### config.mk
export PLATFORM = sky130hd
export DESIGN_NAME = coax_rx_bit_timer
export DESIGN_NICKNAME = d
export VERILOG_FILES = /design/src/rtl/coax_rx_bit_timer.sv
export SDC_FILE = /design/constraint.sdc
export NUM_CORES = 1
export LEC_CHECK = 0
export ABC_AREA = 1
export BUFFER_PORTS_ARGS = -buffer_cell sky130_fd_sc_hd__buf_2
export CORE_AREA = 5 5 42 44
export DETAILED_ROUTE_END_ITERATION = 12
export DIE_AREA = 0 0 47 49
export SKIP_CTS_REPAIR_TIMING = 1
export SLEW_MARGIN = 30
export SYNTH_ARGS = -nofsm -noshare
export SYNTH_HDL_FRONTEND = slang
export SYNTH_SLANG_ARGS = --single-unit
### constraint.sdc
create_clock -name clk -period 1 [get_ports clk]
set_input_delay 0.3 -clock clk [delete_from_list [all_inputs] [get_ports clk]]
set_output_delay 0.3 -clock clk [all_outputs]
set_load 0.01 [all_outputs]
### src/rtl/coax_rx_bit_timer.sv
// Receive bit timer / Manchester decoder for the 3270 coax line.
// Locks onto mid-bit transitions and emits one decoded bit per bit period.
module coax_rx_bit_timer #(
  parameter int CLOCKS_PER_BIT = 8
) (
  input  logic clk,
  input  logic reset,
  input  logic rx,
  output logic bit_strobe,
  output logic bit_value,
  output logic locked,
  output logic error
);

  localparam int WIN_MIN = 3 * CLOCKS_PER_BIT / 4;
  localparam int WIN_MAX = 5 * CLOCKS_PER_BIT / 4;
  localparam int CW      = $clog2(WIN_MAX + 2);

  localparam logic [CW-1:0] CNT_MIN     = CW'(WIN_MIN);
  localparam logic [CW-1:0] CNT_TIMEOUT = CW'(WIN_MAX + 1);

  typedef enum logic {
    IDLE  = 1'b0,
    TRACK = 1'b1
  } state_t;

  state_t        state, state_n;
  logic [CW-1:0] cnt, cnt_n;
  logic          rx_prev;
  logic          edge_det;
  logic          strobe_n, value_n, error_n;

  assign edge_det = (rx != rx_prev);
  assign locked   = (state == TRACK);

  // cnt holds d for the current cycle: the accepting edge is d=0, so the
  // cycle after it is d=1. That keeps an ideal mid edge at exactly d=CLOCKS_PER_BIT.
  always_comb begin
    state_n  = state;
    cnt_n    = cnt;
    strobe_n = 1'b0;
    error_n  = 1'b0;
    value_n  = bit_value;
    case (state)
      IDLE: begin
        cnt_n = '0;
        if (edge_det) begin
          state_n = TRACK;
          cnt_n   = CW'(1);
        end
      end
      TRACK: begin
        // Timeout beats a coincident edge; cnt can never pass CNT_TIMEOUT.
        if (cnt == CNT_TIMEOUT) begin
          error_n = 1'b1;
          state_n = IDLE;
          cnt_n   = '0;
        end else if (edge_det && cnt >= CNT_MIN) begin
          strobe_n = 1'b1;
          value_n  = rx;
          cnt_n    = CW'(1);
        end else begin
          cnt_n = cnt + CW'(1);
        end
      end
      default: begin
        state_n = IDLE;
        cnt_n   = '0;
      end
    endcase
  end

  always_ff @(posedge clk) begin
    rx_prev <= rx;
    if (reset) begin
      state      <= IDLE;
      cnt        <= '0;
      bit_strobe <= 1'b0;
      bit_value  <= 1'b0;
      error      <= 1'b0;
    end else begin
      state      <= state_n;
      cnt        <= cnt_n;
      bit_strobe <= strobe_n;
      bit_value  <= value_n;
      error      <= error_n;
    end
  end

endmodule

======== Word level (Yosys, flattened, before mapping) ========
Index checks and enable logic that the tools add are counted.
word-level totals
  register bits ........................... 9
  input bits .............................. 3
cells by class
  add/subtract/negate cells ............... 1
  $lt $le $gt $ge ......................... 1
  equal/unequal tests ..................... 2
  multiplexer cells ....................... 9
  bitwise logic cells ..................... 2
  reductions and logical operators ........ 4
operators with widths
  operator             count
  $mux 4               2
  $pmux 4 s2           1
  $mux 1               5
  $add 4x1->4 const B  1
  $eq 4x4->1 const B   1
  $ge 4x3->1 const B   1
  $reduce_and 3->1     1
  $reduce_or 3->1      1
  $not 1->1            2
  $pmux 1 s2           1
  $reduce_or 2->1      1
  $logic_and 1x1->1    1
  $ne 1x1->1           1

======== Logic depth before layout (Yosys ltp) ========
Gate-level depths: netlist of the first run.
  depth in word-level cells ............... 5
  mapped depth ............................ 7
  mapped depth without buffers ............ 7

======== Least setup slack after synthesis of the first run ========
OpenSTA, ideal clock, no wires.
  path type ............................... reg-to-reg
  start ................................... register cnt[0]
  end ..................................... register cnt[2]
  library setup time ...................... 0.066 ns
  arrival ................................. 0.975 ns
  path slack .............................. -0.041 ns
  stages on the path, launching flop included .. 8
  path buffers ............................ 0
  period minus slack after synthesis ...... 1.041 ns
  cells stage by stage .................... dfxtp_1 -> inv_1 -> ha_1 -> nand3_1 -> nand2_1 -> nand2_1 -> nand2_1 -> a21oi_2
between the ends
  longest elaborated chain between the ends .. 5
  elaborated cells between the ends (all ways) .. 7
  classes of those cells .................. add/sub: 1; order compare: 1; eq/ne: 1; mux: 3; reduce/logical: 1
RTL lines
  item                    line  RTL
  start, declared         28    logic [CW-1:0] cnt, cnt_n;
  start signal, assigned  83    cnt <= cnt_n;
  $ge 4x3->1              58    end else if (edge_det && cnt >= CNT_MIN) begin
  $logic_and 1x1->1       58
  $mux 4                  58
  $mux 4 (*)              54    if (cnt == CNT_TIMEOUT) begin
  $pmux 4 s2 (*)          44    case (state)
Every way passes the cells marked *; elsewhere a longest branch is shown, timed or not.
A chain may end at the register's enable or synchronous reset.

======== Worst setup path after layout of the first run ========
  start ................................... register cnt[1]
  end ..................................... register cnt[3]
The elaborated chain is that of the path after synthesis.

==> results of run 1 <==
-- layout make-up --
cell class / instances / area (um^2) / area share
Clock buffer: 4 / 26.3 / 0.0445
Inverter: 7 / 26.3 / 0.0445
Multi-Input combinational cell: 31 / 269 / 0.456
Sequential cell: 9 / 189 / 0.320
Tap cell: 16 / 20.0 / 0.0339
Timing Repair Buffer: 10 / 60.1 / 0.102
-- tightest hold or removal path, cell delays in order --
cell and delay [ns]:
buf_2 0.09, buf_4 0.12, a21oi_1 0.04
-- power by group through the flow --
stage                     clock [uW]  combinational, uW  sequential, uW
after floorplan                    0               45.8             394
after global placement             0               81.6             392
after detailed placement           0               80.8             392
after CTS                        295               81.2             384
after global routing             321                113             393
final                            283                101             391
-- registers in the layout, summed over array words and instances (netlist names) --
signal	flops
bit_strobe	1
bit_value	1
cnt	4
error	1
locked	1
rx_prev	1
-- cell usage after synthesis, drive strengths merged --
library cell,n
nor2,5
or2,1
nor3,1
xor2,2
a21oi,4
dfxtp,9
nand3,4
ha,2
o21ai,1
inv,7
nand2,11
-- cells by family after synthesis --
family | Yosys count | synth area share
adder cells (fa/ha/maj) | 2 | 0.0641
XOR/XNOR | 2 | 0.0641
AO/OA/AOI/OAI | 5 | 0.0833
flip-flops | 9 | 0.462
buffers and inverters | 7 | 0.0673
AND/OR/NAND/NOR | 22 | 0.260
-- routing by layer --
layer | up-vias | GRT usage | part of all wire
met5 | - | 0 | 0
met4 | 0 | 0.0691 | 0.022
met3 | 2 | 0.0369 | 0.044
met2 | 7 | 0.113 | 0.57
met1 | 169 | 0.0931 | 0.37
li1 | 176 | - | -
-- metrics by stage --
step | hold WS (ns) | power [uW] | TNS, ns | utilization | area (um^2)
finish | 0.316 | 775 | -0.261 | 0.421 | 591
global route | 0.319 | 827 | -0.803 | 0.421 | 591
CTS | 0.275 | 760 | -0.648 | 0.359 | 503
detailed placement | 0.460 | 473 | -0.506 | 0.340 | 477
global placement | 0.455 | 473 | -0.509 | 0.340 | 477
floorplan | 0.328 | 439 | 0 | - | 397
-- worst max-delay path by stage --
stage	from	to	slack [ns]	depth (start not counted)
after floorplan	cnt[0]	cnt[2]	0.005	7
after global placement	cnt[1]	cnt[3]	-0.09	6
after detailed placement	cnt[1]	cnt[3]	-0.09	6
after CTS	cnt[1]	cnt[3]	-0.1	6
after global routing	cnt[1]	bit_value	-0.11	6
final	cnt[1]	cnt[3]	-0.07	6
==> flow_summary.json, run 1 <==
{
  "status": "finished with violations",
  "violations": "setup timing",
  "crit_chain": "ha_2, nand3_2, nand2_4, nand2_4, nand2_4, nor2_1",
  "worst_pin_slew_ns": 0.265,
  "critPathLaunchType": "register",
  "p_sw_uw": 203,
  "arrival_ns": 1.22,
  "numPortBuffers": 6,
  "drc": 0,
  "yosysTopAreaCellShare": 0.462,
  "cts_buffer_depth": 2,
  "finalWeightedCongestion": 0.652,
  "place_inst": 73,
  "p_sw_frac": 0.263,
  "critical_path_class": "register to register",
  "grt_pass1_vias": 339,
  "ys_warn_count": 0,
  "setup_viol": 7,
  "fin_nets": 67,
  "crit_fanout": 4,
  "cp_slowest_stage_delay_ns": 0.38,
  "dieWidth_um": 47,
  "post-synth-top-area-cell": "dfxtp_1",
  "io_pins": 7,
  "netlist_instances": 47,
  "hold_viol": 0,
  "power_leakage_uw": 0.000247,
  "firstDrtPassIters": 2,
  "r2r_start": "cnt[1]",
  "worst_hold_path.num_cells": 3,
  "diodes": 0,
  "coreArea_um2": 1400,
  "clock_latency_ns": 0.26,
  "grt_max_degree": 6,
  "p_comb_frac": 0.130,
  "holdPathEnd": "locked",
  "clk_pin_slew_ns": 0.06,
  "vias_per_cell": 4.60,
  "grt_pass1_wl_um": 1310,
  "final_cell_count_no_fill": 77,
  "crit_family": "flip-flops",
  "synth.distinct_cells": 15,
  "fill_cells": 146,
  "dp_slack_ns": -0.0875,
  "crit_top_cell": "nand2_4",
  "slew_headroom": 0.823,
  "clkSinkCount": 9,
  "cts-htree-levels": 1,
  "wl_per_cell_um": 11.2,
  "power_frac_seq": 0.504,
  "cts-root-buf": "clkbuf_4",
  "finalCritPeriodShare": 1.07,
  "cap_viol_max_count": 0,
  "required_ns": 1.15,
  "drive_above_1_share": 0.607,
  "grt_use_total": 0.0826,
  "ys_seq_area_frac": 0.462,
  "cts_buffers": 3,
  "min_path_type": "input pin to register",
  "mostFrequentLayoutCells": "7 x nand2_1, 6 x buf_2",
  "max-vdd-ir-drop_uv": 838,
  "area_delta_synth_final_pct": 51.3,
  "p_int_uw": 571,
  "die_y_um": 49,
  "critPathCaptureType": "register",
  "synth_area_um2": 390,
  "postRouteAntennaNets": 0,
  "synth.area.top_cells": "dfxtp_1 46%, nand2_1 11%, ha_1 6.4%, nand3_2 5.1%, inv_1 4.8%",
  "pwr_density_cell_nw_per_um2": 1310,
  "cts_tree": "done",
  "timing.rr.end": "cnt[3]",
  "grt-ovfl-total": 0,
  "max_freq_mhz": 937,
  "syn_area_per_cell_um2": 8.31,
  "drtIter0Drc": 2,
  "row_count": 14,
  "worst_r2r_path_depth": 6,
  "die-area_um2": 2300,
  "final_common_cell": "nand2_1",
  "critPathBufInv": 0,
  "routed_wl_um": 864,
  "initial_core_util": 0.279,
  "fin_skew_ns": 0.00612,
  "clkPwrFrac": 0.366,
  "synth.net_count": 52,
  "ys_ff_latch": 9,
  "rsz0062_at_grt": "true",
  "r2r_setup_slack_ns": -0.07,
  "vias": 354,
  "final_max_slew_viol_count": 0,
  "post-route-min-period_ns": 1.07,
  "worstHoldStart": "reset",
  "slowest_stage": "dfxtp_2",
  "antenna_found_initial": 0,
  "hpwl_um": 571,
  "postLayoutSetupSlackWorst_ns": -0.0670
}
No activity file was read; power rests on OpenSTA's default activity.
==> inputs of run 2 (changes only) <==
Settings changed: REMOVE_ABC_BUFFERS set to 1.
==> run 2 against run 1 <==
Against the previous run: the flow still finishes with violations (setup timing); worst setup slack better by 0.030 ns; die area unchanged; register-to-register slack better by 0.03 ns.
==> flow_summary.json, run 2 (same netlist as run 1, synthesis figures left out) <==
{
  "status": "finished with violations",
  "violations": "setup timing",
  "cap_viol_max_count": 0,
  "fill_cells": 142,
  "cts-htree-levels": 1,
  "multi_input_area_um2": 293,
  "initial_core_util": 0.279,
  "antenna_found_initial": 0,
  "regArea_um2": 193,
  "grt_pass1_wl_um": 1140,
  "cts_tree": "done",
  "setup_viol": 5,
  "die_y_um": 49,
  "power_leakage_uw": 0.000253,
  "diodes": 0,
  "drive_above_1_share": 0.656,
  "total_power_uw": 772,
  "setup_tns_ns": -0.136,
  "required_ns": 1.15,
  "coreArea_um2": 1400,
  "clk_pin_slew_ns": 0.06,
  "fin_util": 0.446,
  "dieWidth_um": 47,
  "hpwl_um": 507,
  "max-vdd-ir-drop_uv": 886,
  "drtIter0Drc": 0,
  "crit_chain": "inv_2, ha_4, nand3_2, nand2_4, nand2_4, nor2_4, a21oi_2",
  "postRouteAntennaNets": 0,
  "place_inst": 73,
  "pwr_density_cell_nw_per_um2": 1240,
  "grt-ovfl-total": 0,
  "firstDrtPassIters": 1,
  "crit_top_cell": "nand2_4",
  "die-area_um2": 2300,
  "worst_pin_slew_ns": 0.218,
  "r2r_start": "cnt[0]",
  "drc": 0,
  "regMostFlops": "cnt",
  "critPathLaunchType": "register",
  "routed_wl_um": 749,
  "max_freq_mhz": 964,
  "cts-root-buf": "clkbuf_4",
  "final_max_slew_viol_count": 0,
  "post-route-min-period_ns": 1.04,
  "grt_max_degree": 6,
  "cts_buffer_depth": 2,
  "wl_per_cell_um": 9.73,
  "vias": 325,
  "finalWeightedCongestion": 0.633,
  "fin_area_um2": 624,
  "numPortBuffers": 6,
  "arrival_ns": 1.18,
  "critical_path_class": "register to register",
  "critPathCaptureType": "register",
  "fin_skew_ns": 0.00876,
  "crit_start": "cnt[0]",
  "slew_headroom": 0.854,
  "area_delta_synth_final_pct": 59.9,
  "cp_slowest_stage_delay_ns": 0.36,
  "postLayoutSetupSlackWorst_ns": -0.0372,
  "r2r_setup_slack_ns": -0.04,
  "vias_per_cell": 4.22,
  "largest_register_ff_count": 4,
  "grt_pass1_vias": 321,
  "worst_r2r_path_depth": 7,
  "hold_viol": 0,
  "finalCritPeriodShare": 1.04,
  "grt_use_total": 0.0664,
  "mostFrequentLayoutCells": "7 x nand2_1, 5 x buf_2, 4 x inv_1, 4 x dfxtp_2, 4 x buf_4",
  "clkSinkCount": 9,
  "crit_fanout": 4,
  "final_cell_count_no_fill": 77,
  "io_pins": 7,
  "timing.rr.end": "bit_value",
  "final_common_cell": "nand2_1",
  "min_path_type": "input pin to register",
  "cts_buffers": 3,
  "dpl_cell_area_um2": 470,
  "rsz0062_at_grt": "true",
  "fin_nets": 67,
  "row_count": 14,
  "slowest_stage": "dfxtp_4",
  "clock_latency_ns": 0.26,
  "critical_path.endpoint": "bit_value"
}
==> run 2: cell counts in the layout (fill, tap and decap cells not counted) <==
Identical to the previous run, type by type.
==> run 2: worst min path at each step <==
| stage | start | end | slack [ns] | cells past startpoint |
|---|---|---|---|---|
| floorplan | rx | rx_prev | 0.33 | 0 |
| global placement | bit_value | bit_value | 0.45 | 2 |
| detailed placement | bit_value | bit_value | 0.46 | 2 |
| CTS | reset | locked | 0.24 | 2 |
| global route | reset | locked | 0.24 | 2 |
| finish | reset | locked | 0.23 | 2 |
==> run 2: metal layers <==
| layer | global-route usage | wire length [um] | vias to the layer above |
|---|---|---|---|
| met1 | 0.0800 | 301 | 144 |
| li1 | - | - | 172 |
| met4 | 0.0415 | 12 | 0 |
| met5 | 0 | 0 | - |
| met3 | 0.0111 | 27 | 2 |
| met2 | 0.104 | 407 | 7 |
==> run 2: area by class of cell <==
cell class              count  share of cell area
clock buffers               4              0.0421
inverters                   7              0.0421
repair buffers             10               0.106
multi-input cells          31               0.469
flip-flops and latches      9               0.309
well taps                  16              0.0321
==> run 2: worst max-delay path: cells and delay by family (launching register included) <==
kind | cells | cell delay, ns
compound gates | 1 | 0.03
fa+ha+maj | 1 | 0.13
buf+inv | 1 | 0.07
flops | 1 | 0.36
simple gates | 4 | 0.34
==> run 2: per-stage QoR <==
| stage | hold WS, ns | setup slack (ns) |
|---|---|---|
| final | 0.232 | -0.0372 |
| after CTS | 0.242 | -0.132 |
| after global routing | 0.238 | -0.0901 |
| after global placement | 0.453 | -0.119 |
| after floorplan | 0.328 | -0.0409 |
| after detailed placement | 0.458 | -0.119 |
==> run 2: report_power, final <==
group	switching, uW	internal (uW)	total, uW
logic	60.2	50.8	111
clock network	117	153	270
registers	17.7	373	391
total	195	577	772
==> inputs of run 3 (changes only) <==
Settings changed: CORE_AREA 5 5 42 44 to 2 2 39 41, DIE_AREA 0 0 47 49 to 0 0 41 43, PLACE_DENSITY set to 0.55, SLEW_MARGIN 30 to not set.
==> run 3 against run 2 <==
Against the previous run: largest cell class unchanged; count of clock-buffer cells in the layout stayed put; the flow still finishes with violations (setup timing); maximum frequency is 0.69% lower; sequential cell count stayed put; sequential share of layout area is 0.50 points lower; final cell count is 1.3% higher.
==> flow_summary.json, run 3 (same netlist as run 1, synthesis figures left out) <==
{
  "status": "finished with violations",
  "violations": "setup timing",
  "largest_register_ff_count": 4,
  "critical_path_class": "register to register",
  "postLayoutSetupSlackWorst_ns": -0.0444,
  "power_leakage_uw": 0.000259,
  "hpwl_um": 520,
  "total_power_uw": 778,
  "cts-root-buf": "clkbuf_4",
  "cap_viol_max_count": 0,
  "m1WireLength_um": 340,
  "post-route-min-period_ns": 1.04,
  "fin_nets": 68,
  "initial_core_util": 0.282,
  "coreArea_um2": 1380,
  "route.met3.wl_um": 33,
  "fin_area_um2": 631,
  "multi_input_area_um2": 293,
  "row_count": 14,
  "firstDrtPassIters": 4,
  "finalCritPeriodShare": 1.04,
  "min_path_type": "input pin to register",
  "dpl_cell_area_um2": 478,
  "grt-ovfl-total": 0,
  "clock_latency_ns": 0.26,
  "cts-htree-levels": 1,
  "diodes": 0,
  "final_cell_count_no_fill": 78,
  "critPathCaptureType": "register",
  "max-vdd-ir-drop_uv": 843,
  "top_layer": "met4",
  "numPortBuffers": 6,
  "fin_skew_ns": 0.00264,
  "grt_use_total": 0.104,
  "drtIter0Drc": 2,
  "drive_above_1_share": 0.629,
  "die-area_um2": 1760,
  "r2r_setup_slack_ns": -0.04,
  "wl_met2_um": 388,
  "fill_cells": 140,
  "setup_tns_ns": -0.120,
  "max_freq_mhz": 958,
  "grt_max_degree": 6,
  "wl_per_cell_um": 9.87,
  "clk_pin_slew_ns": 0.06,
  "cts_tree": "done",
  "pwr_density_cell_nw_per_um2": 1230,
  "cts_buffers": 3,
  "regArea_um2": 191,
  "vias_per_cell": 4.22,
  "crit_fanout": 4,
  "arrival_ns": 1.19,
  "critPathLaunchType": "register",
  "dieWidth_um": 41,
  "cts_buffer_depth": 2,
  "grt_pass1_vias": 292,
  "whs_ns": 0.248,
  "vias": 329,
  "regMostFlops": "cnt",
  "grt_pass1_wl_um": 1140,
  "place_inst": 74,
  "postRouteAntennaNets": 0,
  "final_max_slew_viol_count": 0,
  "rsz0062_at_grt": "true",
  "mostFrequentLayoutCells": "7 x nand2_1, 5 x buf_2, 5 x buf_4",
  "io_pins": 7,
  "antenna_found_initial": 0,
  "slew_headroom": 0.859,
  "area_delta_synth_final_pct": 61.5,
  "final_common_cell": "nand2_1",
  "die_y_um": 43,
  "hold_viol": 0,
  "finalWeightedCongestion": 0.692,
  "worst_pin_slew_ns": 0.211,
  "setup_viol": 6,
  "clkSinkCount": 9,
  "drc": 0,
  "routed_wl_um": 770,
  "required_ns": 1.15
}
==> run 3: cell types whose count changed in the layout (fill, tap and decap cells not counted) <==
| cell | change |
|---|---|
| nor2_2 | -2 |
| buf_4 | +1 |
| dfxtp_1 | +1 |
| nor3_2 | +1 |
| dfxtp_2 | -1 |
| nor2_1 | +2 |
| nor3_1 | -1 |
==> run 3: cell type report <==
class | instances | area share
sequential | 9 | 0.304
inverter | 7 | 0.0417
tap | 16 | 0.0317
multi-input combinational | 31 | 0.464
timing repair buffer | 11 | 0.117
clock buffer | 4 | 0.0417
==> run 3: final timing paths <==
path	startpoint	endpoint	cells after the start
setup / recovery	cnt[0]	bit_value	7
hold / removal	reset	error	2
setup reg to reg	cnt[0]	bit_value	7
hold reg to reg	bit_value	bit_value	2
==> run 3: critical path, cell delays in order (launching register included) <==
cell and delay, ns:
dfxtp_4 0.36, inv_2 0.07, ha_4 0.13, nand3_2 0.07, nand2_4 0.09, nand2_4 0.07
nor2_4 0.11, a21oi_2 0.03
==> run 3: metrics by stage <==
stage,worst slack (ns),util
2_1_floorplan,-0.0409,-
3_3_place_gp,-0.0960,0.345
3_5_place_dp,-0.119,0.345
4_1_cts,-0.128,0.364
5_1_grt,-0.103,0.456
6_report,-0.0444,0.456
==> run 3: power breakdown <==
group	internal (uW)	switching (uW)
clock	153	120
sequential	372	17.3
combinational	54.1	60.6
==> run 3: layer usage <==
layer | GRT usage | up-vias
met2 | 0.122 | 8
met4 | 0.0800 | 0
met1 | 0.130 | 142
met3 | 0.0628 | 2
li1 | - | 177
met5 | 0 | -
